`config.mk`:
```
export PLATFORM = sky130hd
export DESIGN_NAME = key_dispatcher
export DESIGN_NICKNAME = d
export VERILOG_FILES = /design/src/rtl/key_dispatcher.sv
export SDC_FILE = /design/constraint.sdc
export NUM_CORES = 1
export LEC_CHECK = 0
export CAP_MARGIN = 20
export CELL_PAD_IN_SITES_DETAIL_PLACEMENT = 1
export CELL_PAD_IN_SITES_GLOBAL_PLACEMENT = 1
export CORE_MARGIN = 4
export CORE_UTILIZATION = 42
export CTS_BUF_LIST = sky130_fd_sc_hd__clkbuf_16
export DETAILED_ROUTE_END_ITERATION = 12
export PLACE_DENSITY = 0.89
export SKIP_LAST_GASP = 1
export SLEW_MARGIN = 5
export SYNTH_ARGS = -nofsm -noshare
export SYNTH_HDL_FRONTEND = slang
export SYNTH_SLANG_ARGS = --single-unit
```
`constraint.sdc`:
```
create_clock -name clk -period 6.1 [get_ports clk]
set_input_delay 1.22 -clock clk [delete_from_list [all_inputs] [get_ports clk]]
set_output_delay 1.22 -clock clk [all_outputs]
set_load 0.03 [all_outputs]
```
`src/rtl/key_dispatcher.sv`:
```
// key_dispatcher: hands candidate keys KEY_MIN..KEY_MAX to a bank of single-key
// arcfour cores, gathers their pass/fail pulses, latches the first winning key and
// aborts the rest of the bank once a winner is seen.
module key_dispatcher #(
  parameter int unsigned NUM_CORES = 4,
  parameter int unsigned KEY_BITS = 24,
  parameter logic [KEY_BITS-1:0] KEY_MIN = '0,
  parameter logic [KEY_BITS-1:0] KEY_MAX = KEY_BITS'(24'h3FFFFF),
  parameter int unsigned ABORT_CYCLES = 2
) (
  input  logic                          clk,
  input  logic                          reset,
  input  logic                          start,
  output logic [NUM_CORES-1:0]          core_start,
  output logic [NUM_CORES*KEY_BITS-1:0] core_key,
  output logic                          core_key_select,
  input  logic [NUM_CORES-1:0]          core_succeeded,
  input  logic [NUM_CORES-1:0]          core_failed,
  output logic                          core_abort,
  output logic                          busy,
  output logic                          found,
  output logic                          exhausted,
  output logic [KEY_BITS-1:0]           found_key,
  output logic [KEY_BITS:0]             keys_tried
);

  localparam int unsigned IdxW = (NUM_CORES > 1) ? $clog2(NUM_CORES) : 1;
  localparam int unsigned CntW = KEY_BITS + 1;
  localparam int unsigned AbW  = (ABORT_CYCLES > 1) ? $clog2(ABORT_CYCLES) : 1;

  typedef enum logic [2:0] {StIdle, StRun, StAbort, StFound, StExhausted} state_e;

  state_e                state_q, state_d;
  logic [KEY_BITS-1:0]   next_key_q, next_key_d;
  logic                  issued_all_q, issued_all_d;
  logic [NUM_CORES-1:0]  core_busy_q, core_busy_d;
  logic [NUM_CORES-1:0]  core_start_q, core_start_d;
  logic [KEY_BITS-1:0]   core_key_q [NUM_CORES];
  logic [KEY_BITS-1:0]   core_key_d [NUM_CORES];
  logic [KEY_BITS-1:0]   found_key_q, found_key_d;
  logic [CntW-1:0]       keys_tried_q, keys_tried_d;
  logic [AbW-1:0]        abort_cnt_q, abort_cnt_d;

  // Results from cores we did not hand a key to are stale and must not count.
  logic [NUM_CORES-1:0]  live_succ, live_fail, free_cores;
  logic [IdxW-1:0]       win_idx, issue_idx;
  logic                  win_valid, issue_valid;

  function automatic logic [CntW-1:0] popcount(input logic [NUM_CORES-1:0] v);
    logic [CntW-1:0] n;
    n = '0;
    for (int unsigned i = 0; i < NUM_CORES; i++) begin
      n = n + CntW'(v[i]);
    end
    return n;
  endfunction

  // Qualify results by busy; a core is free once idle and its last start pulse has dropped.
  always_comb begin
    live_succ  = core_succeeded & core_busy_q;
    live_fail  = core_failed & core_busy_q;
    free_cores = ~core_busy_q & ~core_start_q;
  end

  // Lowest-index priority pick for both the winner and the next core to load.
  always_comb begin
    win_valid   = 1'b0;
    win_idx     = '0;
    issue_valid = 1'b0;
    issue_idx   = '0;
    for (int unsigned i = 0; i < NUM_CORES; i++) begin
      if (!win_valid && live_succ[i]) begin
        win_valid = 1'b1;
        win_idx   = IdxW'(i);
      end
      if (!issue_valid && free_cores[i]) begin
        issue_valid = 1'b1;
        issue_idx   = IdxW'(i);
      end
    end
  end

  // Next-state: search control, key issue, result accounting and abort timing.
  always_comb begin
    state_d      = state_q;
    next_key_d   = next_key_q;
    issued_all_d = issued_all_q;
    core_busy_d  = core_busy_q;
    core_start_d = '0;
    core_key_d   = core_key_q;
    found_key_d  = found_key_q;
    keys_tried_d = keys_tried_q;
    abort_cnt_d  = abort_cnt_q;
    unique case (state_q)
      StIdle, StFound, StExhausted: begin
        if (start) begin
          state_d      = StRun;
          next_key_d   = KEY_MIN;
          issued_all_d = 1'b0;
          keys_tried_d = '0;
          found_key_d  = '0;
          core_busy_d  = '0;
        end
      end
      StRun: begin
        if (win_valid) begin
          // A success outranks same-cycle failures and any issue.
          found_key_d  = core_key_q[win_idx];
          keys_tried_d = keys_tried_q + popcount(live_succ | live_fail);
          core_busy_d  = '0;
          abort_cnt_d  = AbW'(ABORT_CYCLES - 1);
          state_d      = StAbort;
        end else begin
          keys_tried_d = keys_tried_q + popcount(live_fail);
          core_busy_d  = core_busy_q & ~live_fail;
          if (issued_all_q && (core_busy_q == '0)) begin
            state_d = StExhausted;
          end else if (!issued_all_q && issue_valid) begin
            // A core that just failed is still busy this cycle, so its next start
            // pulse lands two cycles after the failure at the earliest.
            core_start_d[issue_idx] = 1'b1;
            core_busy_d[issue_idx]  = 1'b1;
            core_key_d[issue_idx]   = next_key_q;
            if (next_key_q == KEY_MAX) begin
              issued_all_d = 1'b1;
            end else begin
              next_key_d = next_key_q + 1'b1;
            end
          end
        end
      end
      StAbort: begin
        core_busy_d = '0;
        if (abort_cnt_q == '0) begin
          state_d = StFound;
        end else begin
          abort_cnt_d = abort_cnt_q - 1'b1;
        end
      end
      default: state_d = StIdle;
    endcase
  end

  // State register with synchronous reset.
  always_ff @(posedge clk) begin
    if (reset) begin
      state_q      <= StIdle;
      next_key_q   <= KEY_MIN;
      issued_all_q <= 1'b0;
      core_busy_q  <= '0;
      core_start_q <= '0;
      found_key_q  <= '0;
      keys_tried_q <= '0;
      abort_cnt_q  <= '0;
      for (int unsigned i = 0; i < NUM_CORES; i++) begin
        core_key_q[i] <= '0;
      end
    end else begin
      state_q      <= state_d;
      next_key_q   <= next_key_d;
      issued_all_q <= issued_all_d;
      core_busy_q  <= core_busy_d;
      core_start_q <= core_start_d;
      found_key_q  <= found_key_d;
      keys_tried_q <= keys_tried_d;
      abort_cnt_q  <= abort_cnt_d;
      for (int unsigned i = 0; i < NUM_CORES; i++) begin
        core_key_q[i] <= core_key_d[i];
      end
    end
  end

  // Outputs decode straight from registered state.
  always_comb begin
    core_start      = core_start_q;
    core_key_select = 1'b1;
    core_key        = '0;
    for (int unsigned i = 0; i < NUM_CORES; i++) begin
      core_key[i*KEY_BITS +: KEY_BITS] = core_key_q[i];
    end
    core_abort = (state_q == StAbort);
    busy       = (state_q == StRun) || (state_q == StAbort);
    found      = (state_q == StFound);
    exhausted  = (state_q == StExhausted);
    found_key  = found_key_q;
    keys_tried = keys_tried_q;
  end

endmodule

```
; After elaboration in Yosys (flattened, before gate mapping)
; Cells that the tools add are included.
[op_classes]
order_cmp = 5
addsub = 10
mux = 52
n_reduce_logical = 33
eq_ne = 14
bitwise_logic = 15
[op_table]
columns = cell, count
row1 = $mux W24, 9
row2 = $bwmux W96, 1
row3 = $pmux W24 S2, 2
row4 = $add A25 B4 Y25, 2
row5 = $mux W25, 2
row6 = $pmux W25 S2, 1
row7 = $bmux W24 S2, 1
row8 = $demux W24 S2, 1
row9 = $add A24 B1 Y24 const B, 1
row10 = $eq A24 B22 Y1 const B, 1
row11 = $mux W1, 18
row12 = $and A4 B4 Y4, 4
row13 = $mux W4, 4
row14 = $ne A2 B2 Y1 const B, 8
row15 = $mux W3, 4
row16 = $not A4 Y4, 3
row17 = $pmux W4 S3, 1
row18 = $reduce_and A6 Y1, 2
row19 = $logic_and A1 B1 Y1, 10
row20 = $pmux W3 S3, 1
row21 = $add A3 B1 Y4, 2
row22 = $mux W2, 4
row23 = $or A4 B4 Y4, 2
row24 = $logic_not A1 Y1, 7
row25 = other kinds (25), 38
[totals]
in_bits = 11
regBits = 182
wordCells = 141
out_inout_bits = 154

; Longest topological paths before layout
; Gate-level depths: netlist (run 1).
[logic_depth]
word_depth = 21
mapped_depth = 11
ltp_nobuf = 10

; Least setup slack after synthesis (run 1)
; Ideal clock, no wire load.
[synth_path]
kind = in2reg
from = in core_failed[0]
to = reg keys_tried_q[16], in the netlist keys_tried[16]
arrival_time_ns = 3.606
slack_ns = 2.373
path_stages = 10
path_buffers = 0
cell_sequence = and2_1 -> fa_1 -> inv_1 -> fa_1 -> inv_1 -> fa_1 -> nand3_1 -> a2111oi_2 -> nand4_1 -> mux2_2
[synth_via]
elab_chain_cells = 8
word_cells_on_any_way = 12
classes_between = add/sub (8) / mux (2) / bitwise (2)
[synth_lines]
columns = element, line
row1 = from (decl), 18  ; input logic [NUM_CORES-1:0] core_failed,
row2 = $and A4 B4 Y4 *, 61  ; live_fail = core_failed & core_busy_q;
row3 = $or A4 B4 Y4, 109  ; keys_tried_d = keys_tried_q + popcount(live_succ | live_fail);
row4 = $add A1 B1 Y2, 53  ; n = n + CntW'(v[i]);
row5 = $add A2 B1 Y3, 53
row6 = $add A3 B1 Y4, 53
row7 = $add A25 B4 Y25, 109
row8 = $mux W25 *, 106  ; if (win_valid) begin
row9 = $pmux W25 S2 *, 94  ; unique case (state_q)
row10 = to (signal assigned), 165  ; keys_tried_q <= keys_tried_d;
row11 = to (decl), 41  ; logic [CntW-1:0] keys_tried_q, keys_tried_d;
; Every way passes the cells marked *; elsewhere a longest branch is shown, timed or not.
; A chain may end at the register's enable or synchronous reset.

; Final worst setup path (run 1)
; Ends and elaborated chain as after synthesis.

==> impl_metrics.env, run 1 <==
export IMPL_whs_ns=0.471
export IMPL_drc=0
export IMPL_status="completed"
export IMPL_io_buffers=163
export IMPL_synthArstFlopShare_pct=0
export IMPL_vias=7594
export IMPL_fin_ws_ns=1.87
export IMPL_powerDensity_nw_per_um2=227
export IMPL_clk_latency_ns=0.44
export IMPL_htreeDepth=4
export IMPL_wl_met2_um=14000
export IMPL_cts_tree="done"
export IMPL_dr_pass1_iters=5
export IMPL_fmax_mhz=237
export IMPL_period_minus_slack_ns=4.23
export IMPL_reg2reg_depth=10
export IMPL_final_core_util_pct=54.3
export IMPL_reg2reg_slack_ns=2.67
export IMPL_min_period_over_period_pct=69.3
export IMPL_start_kind="primary input"
export IMPL_fillers=2250
export IMPL_worst_slew_pin_slew_ns=1.09
export IMPL_hold_path_class="flip-flop to flip-flop"
export IMPL_row_count=51
export IMPL_critPathMaxStageDelay_ns=0.78
export IMPL_drv_slew=0
export IMPL_setup_tns_ns=0
export IMPL_grt_max_degree=104
export IMPL_numCtsBuffers=17
export IMPL_met1_length_um=10800
export IMPL_grt_pass1_vias=7868
export IMPL_wl_um=26600
export IMPL_place_gp_congestion=0.834
export IMPL_clk_pin_slew_worst_paths_ns=0.07
export IMPL_cts_root_buf="clkbuf_16"
export IMPL_slew_limit_headroom_pct=27.3
export IMPL_vias_per_cell=5.74
export IMPL_met3_length_um=1230
export IMPL_min_path_cells=2
export IMPL_io_pins=165
export IMPL_cts_sinks=182
export IMPL_finClkSkew_ns=0.0134
export IMPL_path_cells="clkdlybuf4s50_1, and2_1, fa_1, inv_1, fa_1, inv_1, fa_1, nand3_1, a2111oi_2, nand4_1, mux2_2"
export IMPL_synth_ff_type="dfxtp_1"
export IMPL_r2r_end="keys_tried[16]"
export IMPL_top_layer_used="met4"
export IMPL_dp_hpwl_um=17900
export IMPL_antenna_found_initial=0
export IMPL_layout_commonest_cell="nand2_1"
export IMPL_grt_overflow_total=0
export IMPL_leakagePower_nw=3.65
export IMPL_core_um2=19500
export IMPL_clockBufferDepth=2
export IMPL_crit_type="primary input to flip-flop"
export IMPL_setup_violations=0
export IMPL_post_cts_setup_buffers=0
export IMPL_ys_ff_latch=182
export IMPL_path_common_cell="fa_1"
export IMPL_grt_setup_unrepaired="no"
export IMPL_cts_resized_gates=0
export IMPL_area_growth_pct=27.6
export IMPL_cp_required_ns=6.43
export IMPL_postCtsHoldBufs=0
export IMPL_routedWlPerCell_um=20.1
export IMPL_end_kind="flip-flop"
export IMPL_drv_cap=0
export IMPL_layout_drive_gt1_share_pct=9.36
export IMPL_drtIter0Drc=414
export IMPL_placedCellCount=1290
export IMPL_synthCells=928
export IMPL_syn_avg_cell_area_um2=8.93
export IMPL_diodes=0
export IMPL_die_area_um2=22000
export IMPL_critPathMaxFanout=6
export IMPL_syn_area_um2=8290
export IMPL_critPathSlowestCell="a2111oi_2"
export IMPL_syn_nets=948
export IMPL_nNetsFinal=1066
export IMPL_fin_cells=1323
export IMPL_synth_edf_count=0
export IMPL_grt_use_total_pct=24.1
export IMPL_ant_nets=0
export IMPL_grt_pass1_wl_um=42900
export IMPL_min_from="core_key[85]"
export IMPL_ys_seq_area_share_pct=44.0
export IMPL_place_ws_ns=1.43
export IMPL_r2r_start="core_busy_q[2]"
export IMPL_fp_dieH_um=148
export IMPL_ys_types=62
export IMPL_layout_cells_most_common_list="nand2_1 (190), dfxtp_1 (182), clkdlybuf4s50_1 (162)"
export IMPL_die_w_um=148
export IMPL_yosys_warnings=0
export IMPL_arrival_ns=4.55
export IMPL_peakVddDrop_uv=205
export IMPL_whs_endpoint="core_key[85]"
export IMPL_start_util_pct=42.6
export IMPL_hold_viol_final=0
==> through the flow <==
| step | cell area, µm² | total power, mW |
|---|---|---|
| 2_1_floorplan | 8290 | 1.33 |
| 3_3_place_gp | 9980 | 1.38 |
| 3_5_place_dp | 10000 | 1.39 |
| 4_1_cts | 10500 | 2.42 |
| 5_1_grt | 10600 | 2.49 |
| 6_report | 10600 | 2.40 |
==> area by class of cell <==
type / count / area, µm² / area share, %
multi-input combinational: 657 / 4250 / 40.2
timing repair buffer: 176 / 1760 / 16.6
sequential: 182 / 3640 / 34.5
clock buffer: 17 / 425 / 4.02
tap: 265 / 332 / 3.14
clock inverter: 14 / 114 / 1.08
inverter: 12 / 45.0 / 0.426
==> synthesized netlist by cell type, types with 3 or more instances <==
cell      number  area share (%)
buf_6          4            0.54
a22oi_1        5            0.45
o211ai_1       6            0.54
fa_1           6             1.4
a22o_1        26             2.7
buf_4          4            0.36
o31ai_1       17             1.5
o21ai_0       16            0.97
o21a_1         3            0.27
ha_1           3            0.45
inv_1         12            0.54
nor3_1        10            0.60
nand2_1      190             8.6
mux2_2         5            0.68
buf_2         27             1.6
or4_1         26             2.4
mux2i_1       37             4.5
nor2_1        61             2.8
or2_2          9            0.68
nor2b_1        3            0.23
nand2b_1       3            0.23
nor3b_1        3            0.27
and3_1         7            0.53
nor4_1         9            0.68
mux4_2        24             6.5
o311ai_0       3            0.32
or3_1          8            0.60
a21oi_1      102             6.2
nand4_1       11            0.83
clkbuf_1      41             1.9
dfxtp_1      182              44
nand3_1       23             1.4
and2_1         6            0.45
==> worst max path at each step <==
| stage | start | endpoint | cells past startpoint |
|---|---|---|---|
| after floorplan | core_failed[0] | keys_tried[16] | 10 |
| after global placement | core_failed[0] | keys_tried[16] | 11 |
| after detailed placement | core_failed[0] | keys_tried[10] | 11 |
| after CTS | core_failed[0] | keys_tried[10] | 11 |
| after global routing | core_failed[0] | keys_tried[10] | 11 |
| final | core_failed[0] | keys_tried[16] | 11 |
==> power breakdown <==
group	total, mW	switching (mW)	internal [mW]	leakage (nW)
Combinational	0.159	0.112	0.0465	1.92
Sequential	1.20	0.00962	1.19	1.47
Clock	1.04	0.508	0.531	0.267
Total	2.40	0.630	1.77	3.65
==> layer usage <==
metal	up-vias	GRT usage, %
met4	0	7.58
met1	3832	28.4
li1	3539	-
met2	183	43.7
met3	40	5.24
met5	-	0
==> critical path, delay by kind of cell <==
kind / cells / cell delay, ns
buffers and inverters: 3 / 0.61
and+or+nand+nor: 3 / 0.54
AOI/OAI and AO/OA: 1 / 0.78
muxes: 1 / 0.30
adders and majority gates: 3 / 1.10
==> flip-flops by register name, indices dropped and copies added, names as in the netlist <==
name          count
found_key        24
state_q           3
core_busy_q       4
abort_cnt_q       1
next_key_q       24
core_start        4
core_key         96
keys_tried       25
issued_all_q      1
==> logic make-up (layout without fill, tap and decap cells) <==
kind of cell	after synthesis	count (layout)	synth area share (%)
flops	182	182	44.0
compound gates	195	195	15.0
mux	66	66	11.7
other cells	1	1	0.0453
buf+inv	89	219	5.00
simple gates	385	385	22.3
xor+xnor	1	1	0.106
fa+ha+maj	9	9	1.90
No activity file was read; power rests on OpenSTA's default activity.
==> run 2, diff against run 1 <==
- CORE_UTILIZATION: 42 -> 35
- PLACE_DENSITY: 0.89 -> 0.79
- clock period: 6.1 -> 3.7 ns (I/O delays scaled with it)
==> impl_metrics.env, run 2 (same netlist as run 1, synthesis figures left out) <==
export IMPL_arrival_ns=3.83
export IMPL_cts_tree="done"
export IMPL_powerDensity_nw_per_um2=387
export IMPL_seq_power_share_pct=46.9
export IMPL_combPwrFrac_pct=6.8
export IMPL_final_core_util_pct=46.5
export IMPL_path_cells="clkdlybuf4s50_1, and2_1, fa_1, inv_1, fa_1, inv_1, a2111oi_0, or4_1, buf_4, or4_1, a21oi_1"
export IMPL_internal_power_mw=3.19
export IMPL_largest_register_ffs=96
export IMPL_drtIter0Drc=327
export IMPL_place_gp_congestion=0.798
export IMPL_clk_pin_slew_worst_paths_ns=0.08
export IMPL_grt_pass1_vias=7794
export IMPL_fp_dieH_um=162
export IMPL_layout_drive_gt1_share_pct=11.4
export IMPL_dp_hpwl_um=18700
export IMPL_swShare_pct=24.3
export IMPL_fmax_mhz=288
export IMPL_start_util_pct=35.4
export IMPL_drv_cap=0
export IMPL_finClkSkew_ns=0.00993
export IMPL_peakVddDrop_uv=223
export IMPL_routedWlPerCell_um=19.0
export IMPL_core_um2=23400
export IMPL_p_sw_mw=1.02
export IMPL_crit_buf_inv=4
export IMPL_vias=7503
export IMPL_reg2reg_slack_ns=0.69
export IMPL_critPathSlowestCell="fa_1"
export IMPL_r2r_start="core_busy_q[0]"
export IMPL_startpoint="core_failed[0]"
export IMPL_clk_latency_ns=0.43
export IMPL_numCtsBuffers=17
export IMPL_dr_pass1_iters=4
export IMPL_die_w_um=162
export IMPL_finalPower_mw=4.22
export IMPL_slew_limit_headroom_pct=43.4
export IMPL_grt_use_total_pct=20.1
export IMPL_drc=0
export IMPL_antenna_found_initial=0
export IMPL_hold_path_class="flip-flop to flip-flop"
export IMPL_cp_required_ns=4.06
export IMPL_end_kind="flip-flop"
export IMPL_ant_nets=0
export IMPL_hold_viol_final=0
export IMPL_setup_tns_ns=0
export IMPL_vias_per_cell=5.36
export IMPL_critPathMaxFanout=13
export IMPL_place_area_um2=10200
export IMPL_start_kind="primary input"
export IMPL_min_from="core_key[87]"
export IMPL_cts_sinks=182
export IMPL_design_area_um2=10900
export IMPL_layout_commonest_cell="nand2_1"
export IMPL_io_buffers=163
export IMPL_htreeDepth=4
export IMPL_min_period_over_period_pct=93.8
export IMPL_diodes=0
export IMPL_leakagePower_nw=3.80
export IMPL_p_clk_share_pct=46.3
export IMPL_critPathMaxStageDelay_ns=0.50
export IMPL_fillers=2703
export IMPL_crit_type="primary input to flip-flop"
export IMPL_grt_overflow_total=0
export IMPL_nNetsFinal=1088
export IMPL_cts_root_buf="clkbuf_16"
export IMPL_setup_violations=0
export IMPL_grt_pass1_wl_um=42700
export IMPL_period_minus_slack_ns=3.47
export IMPL_io_pins=165
export IMPL_area_growth_pct=31.3
export IMPL_grt_setup_unrepaired="no"
export IMPL_clockBufferDepth=2
export IMPL_worst_slew_pin_slew_ns=0.840
export IMPL_critical_path_top_delay_family="simple AND/OR/NAND/NOR gates"
export IMPL_status="completed"
export IMPL_layout_cells_most_common_list="nand2_1 (190), dfxtp_1 (182), clkdlybuf4s50_1 (162)"
export IMPL_wl_um=26500
export IMPL_row_count=56
export IMPL_drv_slew=0
export IMPL_die_area_um2=26200
export IMPL_grt_max_degree=59
## run 2: changes by cell type in the layout (fill, tap and decap cells not counted), sizes merged
| cell | before | now |
|---|---|---|
| clkinvlp | 1 | 0 |
| bufinv | 0 | 4 |
| buf | 14 | 36 |
| inv | 20 | 15 |
| clkinv | 5 | 8 |
## run 2: area by class of cell
type | instances | area [µm²] | share of cell area (%)
Multi-Input combinational cell | 657 | 4270 | 39.2
Sequential cell | 182 | 3640 | 33.5
Timing Repair Buffer | 198 | 1900 | 17.5
Clock buffer | 17 | 425 | 3.91
Tap cell | 319 | 399 | 3.67
Clock inverter | 15 | 201 | 1.85
Inverter | 12 | 45.0 | 0.414
## run 2: worst register-to-register path: cells and delay by family, from the launching register on
family | cells | cell delay, ns
buffers and inverters | 3 | 0.34
AOI/OAI and AO/OA | 2 | 0.28
and+or+nand+nor | 3 | 1.06
DFF | 1 | 0.33
adders and majority gates | 2 | 0.90
## run 2: stage by stage
step	hold slack, ns	std cells	setup slack [ns]
finish	0.472	1400	0.228
global route	0.493	1400	0.0373
CTS	0.477	1400	0.114
detailed placement	0.467	1368	-0.344
global placement	0.458	1368	-0.280
floorplan	0.471	928	0.453
## run 2: final timing paths
| path | endpoint | cells after the start |
|---|---|---|
| setup reg to reg | keys_tried[17] | 10 |
| hold / removal | core_key[87] | 2 |
| hold reg to reg | core_key[87] | 2 |
| setup / recovery | keys_tried[17] | 11 |
## run 2: timing repair
action | CTS | global route
hold buffers | 0 | 0
buffers inserted | 0 | 0
resized for setup | 0 | 1
endpoints found under the setup margin | 0 | 4
## run 2: routing by layer
metal	routed length [µm]	vias up	GRT usage, %
met5	0	-	0
met4	275	0	5.07
met3	1240	21	4.49
met2	13500	142	35.6
met1	11500	3754	24.9
li1	-	3586	-
## run 2: power by group through the flow
| stage | registers (mW) | logic, mW | clock network, mW |
|---|---|---|---|
| final | 1.98 | 0.287 | 1.95 |
| after global placement | 2.02 | 0.280 | 0 |
| after detailed placement | 2.02 | 0.285 | 0 |
| after CTS | 1.98 | 0.287 | 2.01 |
| after global routing | 1.98 | 0.307 | 2.09 |
| after floorplan | 2.02 | 0.180 | 0 |
